`config.mk`:
```
export PLATFORM = sky130hd
export DESIGN_NAME = pwm_gen_flat
export DESIGN_NICKNAME = d
export VERILOG_FILES = /design/src/rtl/pwm_gen_if.sv /design/src/rtl/pwm_gen.sv /design/src/flat_wrapper.sv
export SDC_FILE = /design/constraint.sdc
export NUM_CORES = 1
export LEC_CHECK = 0
export BUFFER_PORTS_ARGS = -buffer_cell sky130_fd_sc_hd__buf_2
export CAP_MARGIN = 15
export CORE_MARGIN = 8
export CORE_UTILIZATION = 50
export CTS_CLUSTER_DIAMETER = 30
export CTS_CLUSTER_SIZE = 16
export DETAILED_ROUTE_END_ITERATION = 10
export GPL_ROUTABILITY_DRIVEN = 0
export MAX_ROUTING_LAYER = met4
export PLACE_DENSITY = 0.76
export SYNTH_ARGS = -nofsm -noshare
export SYNTH_HDL_FRONTEND = slang
export SYNTH_SLANG_ARGS = --single-unit
```
`constraint.sdc`:
```
create_clock -name s_axi_aclk -period 3.9 [get_ports s_axi_aclk]
set_input_delay 0.195 -clock s_axi_aclk [delete_from_list [all_inputs] [get_ports s_axi_aclk]]
set_output_delay 0.195 -clock s_axi_aclk [all_outputs]
set_load 0.01 [all_outputs]
```
`src/rtl/pwm_gen_if.sv`:
```
// rtl/pwm_gen_if.sv - control and status bundle between the register block and the PWM generator
interface pwm_gen_if #(
  parameter int C_DIV_W  = 8,
  parameter int C_DUTY_W = 8
) ();

  logic                pwm_en;
  logic [C_DIV_W-1:0]  pwm_freq_div;
  logic [C_DUTY_W-1:0] pwm_duty;
  logic                pwm_out;
  logic                pwm_period_strb;
  logic                pwm_active;

  // Register block side: owns the run request and the quasi-static settings
  modport master (
    output pwm_en,
    output pwm_freq_div,
    output pwm_duty,
    input  pwm_out,
    input  pwm_period_strb,
    input  pwm_active
  );

  // Generator side
  modport slave (
    input  pwm_en,
    input  pwm_freq_div,
    input  pwm_duty,
    output pwm_out,
    output pwm_period_strb,
    output pwm_active
  );

endinterface

```
`src/rtl/pwm_gen.sv`:
```
// rtl/pwm_gen.sv - single-channel PWM generator with shadowed divider/duty and draining stop
module pwm_gen #(
  parameter int C_DIV_W  = 8,
  parameter int C_DUTY_W = 8
) (
  input  logic       s_axi_aclk,
  input  logic       s_axi_areset,
  pwm_gen_if.slave   pwm
);

  // Last phase of a period; the period is 2^C_DUTY_W phases long
  localparam logic [C_DUTY_W-1:0] PHASE_LAST = '1;

  typedef enum logic [1:0] {
    ST_IDLE  = 2'd0,
    ST_RUN   = 2'd1,
    ST_DRAIN = 2'd2
  } state_t;

  state_t              state_q, state_d;
  logic [C_DIV_W-1:0]  pre_q, pre_d;
  logic [C_DIV_W-1:0]  div_sh_q, div_sh_d;
  logic [C_DUTY_W-1:0] phase_q, phase_d;
  logic [C_DUTY_W-1:0] duty_sh_q, duty_sh_d;
  logic                out_q, out_d;
  logic                strb_q, strb_d;
  logic                active_q, active_d;

  logic                tick;
  logic                period_end;

  // Prescaler tick and period boundary, both from the shadowed divider
  always_comb begin
    tick       = (pre_q == div_sh_q);
    period_end = tick && (phase_q == PHASE_LAST);
  end

  // Next state, counters, shadows and output values; outputs are derived from
  // the next-state values so they line up with the registered counters
  always_comb begin
    state_d   = state_q;
    pre_d     = pre_q;
    phase_d   = phase_q;
    div_sh_d  = div_sh_q;
    duty_sh_d = duty_sh_q;
    strb_d    = 1'b0;

    case (state_q)
      ST_IDLE: begin
        pre_d   = '0;
        phase_d = '0;
        if (pwm.pwm_en) begin
          state_d   = ST_RUN;
          div_sh_d  = pwm.pwm_freq_div;
          duty_sh_d = pwm.pwm_duty;
          strb_d    = 1'b1;
        end
      end

      ST_RUN, ST_DRAIN: begin
        pre_d = tick ? '0 : pre_q + 1'b1;
        if (period_end) begin
          phase_d = '0;
          if ((state_q == ST_RUN) && pwm.pwm_en) begin
            // Only place the shadows are allowed to change while running
            state_d   = ST_RUN;
            div_sh_d  = pwm.pwm_freq_div;
            duty_sh_d = pwm.pwm_duty;
            strb_d    = 1'b1;
          end else begin
            // Stop request seen: finish cleanly at the boundary, no strobe
            state_d = ST_IDLE;
            pre_d   = '0;
          end
        end else begin
          if (tick) begin
            phase_d = phase_q + 1'b1;
          end
          // Dropping or restoring enable only flips the state; counting carries on
          state_d = pwm.pwm_en ? ST_RUN : ST_DRAIN;
        end
      end

      default: begin
        state_d = ST_IDLE;
        pre_d   = '0;
        phase_d = '0;
      end
    endcase

    active_d = (state_d != ST_IDLE);
    out_d    = active_d && (phase_d < duty_sh_d);
  end

  // State, counters, shadows and output flops all advance on the same edge
  always_ff @(posedge s_axi_aclk) begin
    if (s_axi_areset) begin
      state_q   <= ST_IDLE;
      pre_q     <= '0;
      phase_q   <= '0;
      div_sh_q  <= '0;
      duty_sh_q <= '0;
      out_q     <= 1'b0;
      strb_q    <= 1'b0;
      active_q  <= 1'b0;
    end else begin
      state_q   <= state_d;
      pre_q     <= pre_d;
      phase_q   <= phase_d;
      div_sh_q  <= div_sh_d;
      duty_sh_q <= duty_sh_d;
      out_q     <= out_d;
      strb_q    <= strb_d;
      active_q  <= active_d;
    end
  end

  assign pwm.pwm_out         = out_q;
  assign pwm.pwm_period_strb = strb_q;
  assign pwm.pwm_active      = active_q;

endmodule

```
`src/flat_wrapper.sv`:
```
// flat-port wrapper written by rule: the top's interface ports become plain ports
module pwm_gen_flat 
#(
  parameter int C_DIV_W  = 8,
  parameter int C_DUTY_W = 8
)
  (s_axi_aclk, s_axi_areset, pwm_pwm_en, pwm_pwm_freq_div, pwm_pwm_duty, pwm_pwm_out, pwm_pwm_period_strb, pwm_pwm_active);
  pwm_gen_if #(.C_DIV_W(C_DIV_W), .C_DUTY_W(C_DUTY_W)) pwm_i ();
  input  logic s_axi_aclk;
  input  logic s_axi_areset;
  input wire logic [$bits(pwm_i.pwm_en)-1:0] pwm_pwm_en;
  input wire logic [$bits(pwm_i.pwm_freq_div)-1:0] pwm_pwm_freq_div;
  input wire logic [$bits(pwm_i.pwm_duty)-1:0] pwm_pwm_duty;
  output wire logic [$bits(pwm_i.pwm_out)-1:0] pwm_pwm_out;
  output wire logic [$bits(pwm_i.pwm_period_strb)-1:0] pwm_pwm_period_strb;
  output wire logic [$bits(pwm_i.pwm_active)-1:0] pwm_pwm_active;
  assign pwm_i.pwm_en = pwm_pwm_en;
  assign pwm_i.pwm_freq_div = pwm_pwm_freq_div;
  assign pwm_i.pwm_duty = pwm_pwm_duty;
  assign pwm_pwm_out = pwm_i.pwm_out;
  assign pwm_pwm_period_strb = pwm_i.pwm_period_strb;
  assign pwm_pwm_active = pwm_i.pwm_active;
  pwm_gen #(.C_DIV_W(C_DIV_W), .C_DUTY_W(C_DUTY_W)) u_core (.s_axi_aclk(s_axi_aclk), .s_axi_areset(s_axi_areset), .pwm(pwm_i));
endmodule
```
==> results of run 1 <==
metal layers:
layer  GRT usage [%]  up-vias  routed length, um
met5               -        -                  0
met4            5.74        0                 44
met3            4.51        5                196
met2            23.8       31               1980
met1            15.5      762               1840
li1                -      825                  -
area by class of cell:
cell class / count / area [um2] / area share [%]
sequential: 37 / 741 / 33.0
inverter: 5 / 18.8 / 0.837
clock inverter: 2 / 35.0 / 1.56
multi-input combinational: 177 / 1210 / 54.0
tap: 50 / 62.6 / 2.79
timing repair buffer: 21 / 105 / 4.69
clock buffer: 5 / 68.8 / 3.07
power by group:
part	total (W)	internal, W	leakage [nW]	switching (W)
Clock	0.000314	0.000186	0.0540	0.000128
Combinational	0.000232	0.0000949	0.573	0.000137
Sequential	0.000420	0.000404	0.302	0.0000164
stage by stage:
step / cell area (um2) / util, % / cells / setup slack, ns
after detailed placement: 2140 / 54.6 / 290 / 0.760
after CTS: 2240 / 57.3 / 297 / 0.754
after global routing: 2240 / 57.3 / 297 / 0.529
after floorplan: 2000 / - / 226 / 0.980
final: 2240 / 57.3 / 297 / 0.758
after global placement: 2140 / 54.6 / 290 / 0.816
Yosys cell counts (3+ instances only):
cell type / count
a21oi_1: 8
dfxtp_1: 37
nand2_1: 13
nor2b_1: 10
clkbuf_1: 7
xor2_1: 8
o21a_1: 3
o21ai_0: 3
nand3_1: 8
nor2_1: 45
inv_1: 5
ha_1: 12
a31oi_1: 6
mux2i_1: 9
xnor2_1: 12
nor3_1: 3
a2bb2oi_1: 6
and3_1: 4
placed cells by master, fill, tap and decap left out, types with 4 or more instances in the layout:
cell and count:
clkbuf_8 5, dfxtp_1 37, xor2_1 8, mux2i_1 9, buf_2 21, a31oi_1 6
xnor2_1 12, a2bb2oi_1 6, ha_1 12, and3_1 4, a21oi_1 8, nor2b_1 10
nor2_1 45, inv_1 5, nand3_1 8, nand2_1 13
how the worst min path moves through the flow:
stage,start,end,slack [ns],cells past startpoint
after floorplan,pwm_pwm_freq_div[0],u_core.div_sh_q[0],0.34,2
after detailed placement,pwm_pwm_freq_div[1],u_core.div_sh_q[1],0.43,3
after global placement,pwm_pwm_freq_div[7],u_core.div_sh_q[7],0.42,3
final,pwm_pwm_freq_div[1],u_core.div_sh_q[1],0.14,3
after CTS,pwm_pwm_freq_div[1],u_core.div_sh_q[1],0.13,3
after global routing,pwm_pwm_freq_div[7],u_core.div_sh_q[7],0.14,3
logic make-up (layout without fill, tap and decap cells):
group / Yosys count / count (layout) / share of synthesized area [%]
AOI/OAI and AO/OA: 36 / 36 / 12.9
xor gates and xnor gates: 21 / 21 / 9.59
adders and majority gates: 12 / 12 / 7.52
buffers and inverters: 12 / 33 / 2.26
DFF: 37 / 37 / 37.1
muxes: 11 / 11 / 5.64
and+or+nand+nor: 97 / 97 / 25.0
worst max-delay path, cell delays in order, from the launching register on:
cell,delay [ns]
dfxtp_1,0.36
ha_1,0.21
nand3_1,0.11
or3_4,0.42
nor4_4,0.43
a31oi_1,0.15
a2bb2oi_1,0.17
ha_1,0.35
a21o_1,0.18
a221oi_1,0.26
o21ai_0,0.15
a2111oi_2,0.27
sequential cells by signal, summed over array words and instances, names as in the netlist:
signal and flops:
u_core.pre_q 8, u_core.pwm.pwm_out 1, u_core.state_q 2, u_core.div_sh_q 8, u_core.duty_sh_q 8, u_core.pwm.pwm_active 1
u_core.pwm.pwm_period_strb 1, u_core.phase_q 8
==> results.toml, run 1 <==
[floorplan]
die_x_um = 79.2
coreArea_mm2 = 0.00391
start_util_pct = 51.0
die_area_mm2 = 0.00627
fp.dieH_um = 79.2
fp-row-count = 23
ios = 22

[timing]
rsz0062_at_grt = "no"
period_needed_ns = 3.14
fin_crit_sh_pct = 80.6
timing.hold.ws_ns = 0.135
fmax_mhz = 318
max_slew_margin_pct = 46.7
worstMarginPinSlew_ns = 0.798
setup-tns-final_ns = 0
slew_viol_final = 0
fin_skew_ns = 0.0121
finalHoldViolations = 0
setup_viol = 0

[clock_tree]
cts_tree = "built"
cts_made_buffers = 5
hold_buffers = 0
clockBufferDepth = 2
postCtsSetupBuffers = 0
h-tree-depth = 2
clk-insertion-delay-late_ns = 0.29
root_buffer = "clkbuf_8"
cts_sinks = 37
cts.clk_slew.worst_paths_ns = 0.07
ctsResizeCount = 0

[synthesis]
synthTopCellsByArea = "dfxtp_1, nor2_1, ha_1, xnor2_1, mux2i_1"
synth_nets = 257
synthArstFlopShare_pct = 0
synth.avg_cell_area_um2 = 8.84
ys.flop_type = "dfxtp_1"
synth_warnings = 0
synth_top_area_cell = "dfxtp_1"
synth_edf_count = 0
ys_types = 40
postSynthCellCount = 226
synth.top_cell.area_share_pct = 37.1
synth-seq-cells = 37
syn_area_mm2 = 0.00200
ys_seq_area_share_pct = 37.1

[critical_path]
cp.arrival_ns = 3.33
worstReg2RegEnd = "u_core.pwm.pwm_out"
rrSetupSlack_ns = 0.76
worstPathMaxFanout = 8
cp-start-kind = "flip-flop"
critical_path_required_ns = 4.09
r2r_start = "u_core.phase_q[0]"
worstSetupEndpoint = "u_core.pwm.pwm_out"
r2r_cells = 11
path_class = "reg2reg"
worstSetupStartpoint = "u_core.phase_q[0]"
critPathCaptureType = "flip-flop"

[layout]
syn2layout_area_growth_pct = 12.3
nets = 278
drive_gt1_share_pct = 15.8
diodes = 0
fill_cells = 368

[outcome]
status = "complete, no violations"

[power]
power.leakage_nw = 0.928
p_per_area_mw_per_mm2 = 431
fin_total_pwr_w = 0.000966
vdd_drop_max_mv = 0.245

[drt]
drtIter0Drc = 88
dr.pass1.iters = 4
routed-via-count = 1623
ant_nets = 0
wirelength_um = 4060
wl_per_cell_um = 13.7
drc = 0
via_per_inst = 5.46

[min_path]
min_path_type = "in2reg"

[global_route]
grt_max_degree = 21
grt_first_pass_wirelength_um = 7070
first_global_vias = 1637
globalRouteOverflowTotal = 0
grt_antenna_before_repair = 0
grt_use_total_pct = 14.3

[place]
hpwlAfterDp_um = 3080
io_buffers = 21

[flow_run]
drv_cap = 0
Note: power is estimated with default switching activity, not from simulation.
==> run 2: changes to the inputs <==
Settings changed: ABC_AREA set to 1, PLACE_DENSITY 0.76 to 0.75.
Clock period 3.9 ns to 3 ns, I/O delays scaled along.
==> run 2 against run 1 <==
Critical path depth rose by 3. Utilization up 2.2 points. Setup slack worse by 0.36 ns. Register-to-register slack lost 0.36 ns.
==> results.toml, run 2 <==
[outcome]
status = "complete, no violations"

[timing]
max_slew_margin_pct = 73.1
rsz0062_at_grt = "no"
fin_ws_ns = 0.398
slew_viol_final = 0
finalHoldViolations = 0
fin_skew_ns = 0.00929
worstMarginPinSlew_ns = 0.403
fmax_mhz = 384
timing.hold.ws_ns = 0.104
setup-tns-final_ns = 0
period_needed_ns = 2.60
fin_crit_sh_pct = 86.7
setup_viol = 0

[synthesis]
synthMuxAreaShare_pct = 0
synthArstFlopShare_pct = 0
synth_fa_ha_area_share_pct = 7.02
synth_edf_count = 0
yosysMostFrequentCell = "nand2_1"
ys_seq_area_share_pct = 34.6
syn_area_mm2 = 0.00214
synth-compound-area-share_pct = 12.2
synthSimpleGateAreaFrac_pct = 33.5
synth_top_area_cell = "dfxtp_1"
synth.avg_cell_area_um2 = 7.03
ys.flop_type = "dfxtp_1"
postSynthCellCount = 304
ys_types = 37
synth-seq-cells = 37
synth_xor_area_share_pct = 3.28
synth_warnings = 0
synthTopCellsByArea = "dfxtp_1, nand2_1, inv_1, ha_1, nor2_1"
synth_nets = 335
yosys-top-cells-count = "nand2_1, inv_1, dfxtp_1"
synth_top_family_by_area = "simple AND/OR/NAND/NOR gates"
synth.top_cell.area_share_pct = 34.6

[layout]
seq_area_um2 = 741
fill_cells = 373
diodes = 0
stdcell_count = 381
syn2layout_area_growth_pct = 12.9
nets = 361
drive_gt1_share_pct = 16.6
multi_input_area_mm2 = 0.00120
final_common_cell = "nand2_1"
layout_common_cells = "nand2_1, inv_1, dfxtp_1"

[drt]
via_per_inst = 4.90
drc = 0
wl_per_cell_um = 11.2
wirelength_um = 4270
routed-via-count = 1868
ant_nets = 0
drtIter0Drc = 73
dr.pass1.iters = 4

[flow_run]
drv_cap = 0

[global_route]
grt_use_total_pct = 14.7
grt_max_degree = 20
first_global_vias = 1828
globalRouteOverflowTotal = 0
grt_first_pass_wirelength_um = 7580
grt_antenna_before_repair = 0

[floorplan]
die_x_um = 81.4
die_area_mm2 = 0.00663
coreArea_mm2 = 0.00406
start_util_pct = 52.7
fp-row-count = 23
ios = 22
fp.dieH_um = 81.4

[power]
power.leakage_nw = 1.13
pwr-share-comb_pct = 30.3
internal_power_w = 0.000969
seqPwrFrac_pct = 39.4
power_frac_clock_pct = 30.4
p_sw_w = 0.000496
p_per_area_mw_per_mm2 = 607
vdd_drop_max_mv = 0.303
switching_share_pct = 33.9

[critical_path]
critical_path_required_ns = 3.23
critPathCaptureType = "flip-flop"
slowest_stage = "dfxtp_1"
cpMostUsedCell = "nand2_1"
cp.arrival_ns = 2.84
cpLargestDelayFamily = "simple AND/OR/NAND/NOR gates"
cp_num_buf_inv = 0
max_stage_delay_ns = 0.41
worstPathMaxFanout = 10
cp-start-kind = "flip-flop"
path_class = "reg2reg"
path_cells = "ha_1 > nand4_1 > nor2_4 > nand3_4 > o21ai_4 > nand2_1 > nand2_1 > a22oi_1 > ha_1 > a21oi_1 > nor2_1 > a211oi_1 > nand2_1 > a21oi_2"

[place]
hpwlAfterDp_um = 3170
post-place-ws_ns = 0.423
io_buffers = 21
placedCellCount = 373

[clock_tree]
postCtsSetupBuffers = 0
ctsResizeCount = 0
hold_buffers = 0
clockBufferDepth = 2
h-tree-depth = 2
cts_sinks = 37
cts_made_buffers = 5
cts.clk_slew.worst_paths_ns = 0.08
cts_tree = "built"
root_buffer = "clkbuf_8"
clk-insertion-delay-late_ns = 0.30

[min_path]
min_path_type = "in2reg"
-- run 2: changes by cell type after synthesis, sizes merged, moves of 6 or more --
cell     change
nand2       +77
inv         +40
o21ai       +11
nor2b       -10
mux2i        -9
nor3         +9
nor2         -8
xnor2        -8
a22oi        +7
a2bb2oi      -6
a31oi        -6
-- run 2: through the flow --
stage / area (um2) / utilization [%] / total power [W]
floorplan: 2140 / - / 0.000936
global placement: 2300 / 56.6 / 0.00103
detailed placement: 2300 / 56.6 / 0.00103
CTS: 2410 / 59.5 / 0.00149
global route: 2410 / 59.5 / 0.00157
finish: 2410 / 59.5 / 0.00146
-- run 2: power by group through the flow --
stage,Clock [W],Sequential (W),Combinational [W]
after floorplan,0,0.000584,0.000352
after global placement,0,0.000586,0.000442
after detailed placement,0,0.000586,0.000444
after CTS,0.000461,0.000576,0.000448
after global routing,0.000481,0.000583,0.000510
final,0.000445,0.000576,0.000443
-- run 2: area by class of cell --
class	instances	share of cell area, %
sequential	37	30.7
clock buffer	7	3.58
timing repair buffer	23	4.98
clock inverter	1	1.24
tap	50	2.59
multi-input combinational	216	49.6
inverter	47	7.31
-- run 2: worst paths after layout --
check	start	to	slack [ns]	cells after the start
hold / removal	pwm_pwm_freq_div[4]	u_core.div_sh_q[4]	0.10	3
setup reg to reg	u_core.phase_q[0]	u_core.pwm.pwm_out	0.40	14
setup / recovery	u_core.phase_q[0]	u_core.pwm.pwm_out	0.40	14
hold reg to reg	u_core.pre_q[0]	u_core.pre_q[0]	0.47	1
-- run 2: logic make-up (layout without fill, tap and decap cells) --
family                   Yosys count  after routing
adder cells (fa/ha/maj)           12             12
AND/OR/NAND/NOR                  158            158
buffers and inverters             51             78
XOR/XNOR                           8              8
AO/OA/AOI/OAI                     38             38
flip-flops                        37             37
-- run 2: metal layers --
layer	share of wire (%)	global-route usage [%]
met3	4.9	4.08
met2	44	22.9
met4	2.1	6.79
met1	49	17.2
met5	0	-
-- run 2: worst reg2reg max path: cells and delay by family (launching register included) --
kind / cells / cell delay [ns]
compound gates: 5 / 0.74
flops: 1 / 0.41
simple gates: 7 / 0.84
fa+ha+maj: 2 / 0.55
==> run 3: changes to the inputs <==
==> constraint.sdc (replaced) <==
create_clock -name s_axi_aclk -period 3 [get_ports s_axi_aclk]
set_input_delay 0.6 -clock s_axi_aclk [delete_from_list [all_inputs] [get_ports s_axi_aclk]]
set_output_delay 0.6 -clock s_axi_aclk [all_outputs]
set_load 0.01 [all_outputs]
==> run 3 against run 2 <==
Combinational power is essentially flat. Sequential power is essentially flat. Total power grew 0.45%. Cell count is the same. Clock-buffer cell count is the same. Routed wire length grew 1.1%. Via count shrank 0.37%. Final area is the same. Die area is the same. Setup slack lost 0.0067 ns. Register-to-register slack is essentially flat. Maximum frequency shrank 0.26%. Largest cell class unchanged. Largest power group unchanged. Highest routed layer unchanged.
==> results.toml, run 3 (same netlist as run 2, synthesis figures left out) <==
[critical_path]
r2r_cells = 14
worstReg2RegEnd = "u_core.pwm.pwm_out"
rrSetupSlack_ns = 0.39
cpLargestDelayFamily = "simple AND/OR/NAND/NOR gates"
cpMostUsedCell = "nand2_1"
cp_num_buf_inv = 0
path_cells = "ha_1 > nand4_1 > nor2_4 > nand3_4 > o21ai_4 > nand2_1 > nand2_1 > a22oi_1 > ha_1 > a21oi_1 > nor2_1 > a211oi_1 > nand2_1 > a21oi_2"
slowest_stage = "dfxtp_1"
r2r_start = "u_core.phase_q[0]"
cp-start-kind = "flip-flop"
worstPathMaxFanout = 10
critical_path_required_ns = 3.24
path_class = "reg2reg"
max_stage_delay_ns = 0.40
critPathCaptureType = "flip-flop"
cp.arrival_ns = 2.85

[timing]
setup-tns-final_ns = 0
rsz0062_at_grt = "no"
worstMarginPinSlew_ns = 0.406
fin_skew_ns = 0.0113
fmax_mhz = 383
finalHoldViolations = 0
timing.hold.ws_ns = 0.467
max_slew_margin_pct = 72.9
period_needed_ns = 2.61
setup_viol = 0
fin_crit_sh_pct = 87.0
slew_viol_final = 0

[global_route]
grt_use_total_pct = 15.0
grt_max_degree = 20
globalRouteOverflowTotal = 0
grt_antenna_before_repair = 0
grt_first_pass_wirelength_um = 7530
first_global_vias = 1812

[clock_tree]
cts.clk_slew.worst_paths_ns = 0.08
postCtsSetupBuffers = 0
cts_sinks = 37
hold_buffers = 0
cts_tree = "built"
clockBufferDepth = 2
clk-insertion-delay-late_ns = 0.30
cts_made_buffers = 5
ctsResizeCount = 0
h-tree-depth = 2
root_buffer = "clkbuf_8"

[floorplan]
start_util_pct = 52.7
ios = 22
die_area_mm2 = 0.00663
coreArea_mm2 = 0.00406
fp-row-count = 23
fp.dieH_um = 81.4
die_x_um = 81.4

[min_path]
min_path_type = "reg2reg"
holdPathStages = 1
worstHoldEndpoint = "u_core.pre_q[0]"
hp-start = "u_core.pre_q[0]"

[layout]
final_common_cell = "nand2_1"
nets = 361
stdcell_count = 381
syn2layout_area_growth_pct = 12.9
fin_util_pct = 59.5
diodes = 0
drive_gt1_share_pct = 16.6
layout_common_cells = "nand2_1, inv_1, dfxtp_1"

[flow_run]
drv_cap = 0

[power]
vdd_drop_max_mv = 0.299
power.leakage_nw = 1.13
p_per_area_mw_per_mm2 = 609

[drt]
wl_per_cell_um = 11.3
ant_nets = 0
dr.pass1.iters = 4
wirelength_um = 4310
drc = 0
via_per_inst = 4.88
drtIter0Drc = 80
routed-via-count = 1861

[outcome]
status = "complete, no violations"

[place]
placedCellCount = 373
io_buffers = 21
hpwlAfterDp_um = 3290
## run 3: cell counts in the layout (fill, tap and decap cells not counted)
Identical to the previous run, type by type.
## run 3: routing by layer
metal / routed length [um] / global-route usage, % / vias to the layer above / share of wire [%]
met2: 1950 / 25.1 / 39 / 45
met4: 73 / 6.07 / 0 / 1.7
met3: 209 / 3.97 / 7 / 4.8
met1: 2080 / 16.5 / 798 / 48
li1: - / - / 1017 / -
met5: 0 / - / - / 0
## run 3: metrics by stage
step	worst slack, ns	total power (W)	area (um2)
floorplan	0.682	0.000936	2140
global placement	0.459	0.00103	2300
detailed placement	0.413	0.00103	2300
CTS	0.367	0.00149	2410
global route	0.124	0.00158	2410
finish	0.391	0.00147	2410
## run 3: worst reg2reg max path: cells and delay by family, from the launching register on
kind	cells	cell delay, ns
adder cells (fa/ha/maj)	2	0.55
flip-flops	1	0.40
AO/OA/AOI/OAI	5	0.75
AND/OR/NAND/NOR	7	0.83
## run 3: cell type report
class | instances | area [um2]
clock buffers | 7 | 86.3
clock inverters | 1 | 30.0
fillers | 376 | 1640
inverters | 47 | 176
multi-input cells | 216 | 1200
flip-flops and latches | 37 | 741
well taps | 50 | 62.6
repair buffers | 23 | 120
## run 3: worst max-delay path by stage
| stage | startpoint | end | slack (ns) | cells past startpoint |
|---|---|---|---|---|
| 6_report | u_core.phase_q[0] | u_core.pwm.pwm_out | 0.39 | 14 |
| 2_1_floorplan | u_core.state_q[0] | u_core.pwm.pwm_out | 0.68 | 13 |
| 3_5_place_dp | u_core.phase_q[0] | u_core.pwm.pwm_out | 0.41 | 14 |
| 4_1_cts | u_core.phase_q[0] | u_core.pwm.pwm_out | 0.37 | 14 |
| 3_3_place_gp | u_core.phase_q[0] | u_core.pwm.pwm_out | 0.46 | 14 |
| 5_1_grt | u_core.phase_q[0] | u_core.pwm.pwm_out | 0.12 | 14 |
## run 3: report_power, final
| part | internal (W) | leakage (nW) | switching [W] |
|---|---|---|---|
| combinational | 0.000153 | 0.767 | 0.000292 |
| clock | 0.000271 | 0.0585 | 0.000179 |
| sequential | 0.000544 | 0.302 | 0.0000314 |
| total | 0.000968 | 1.13 | 0.000503 |
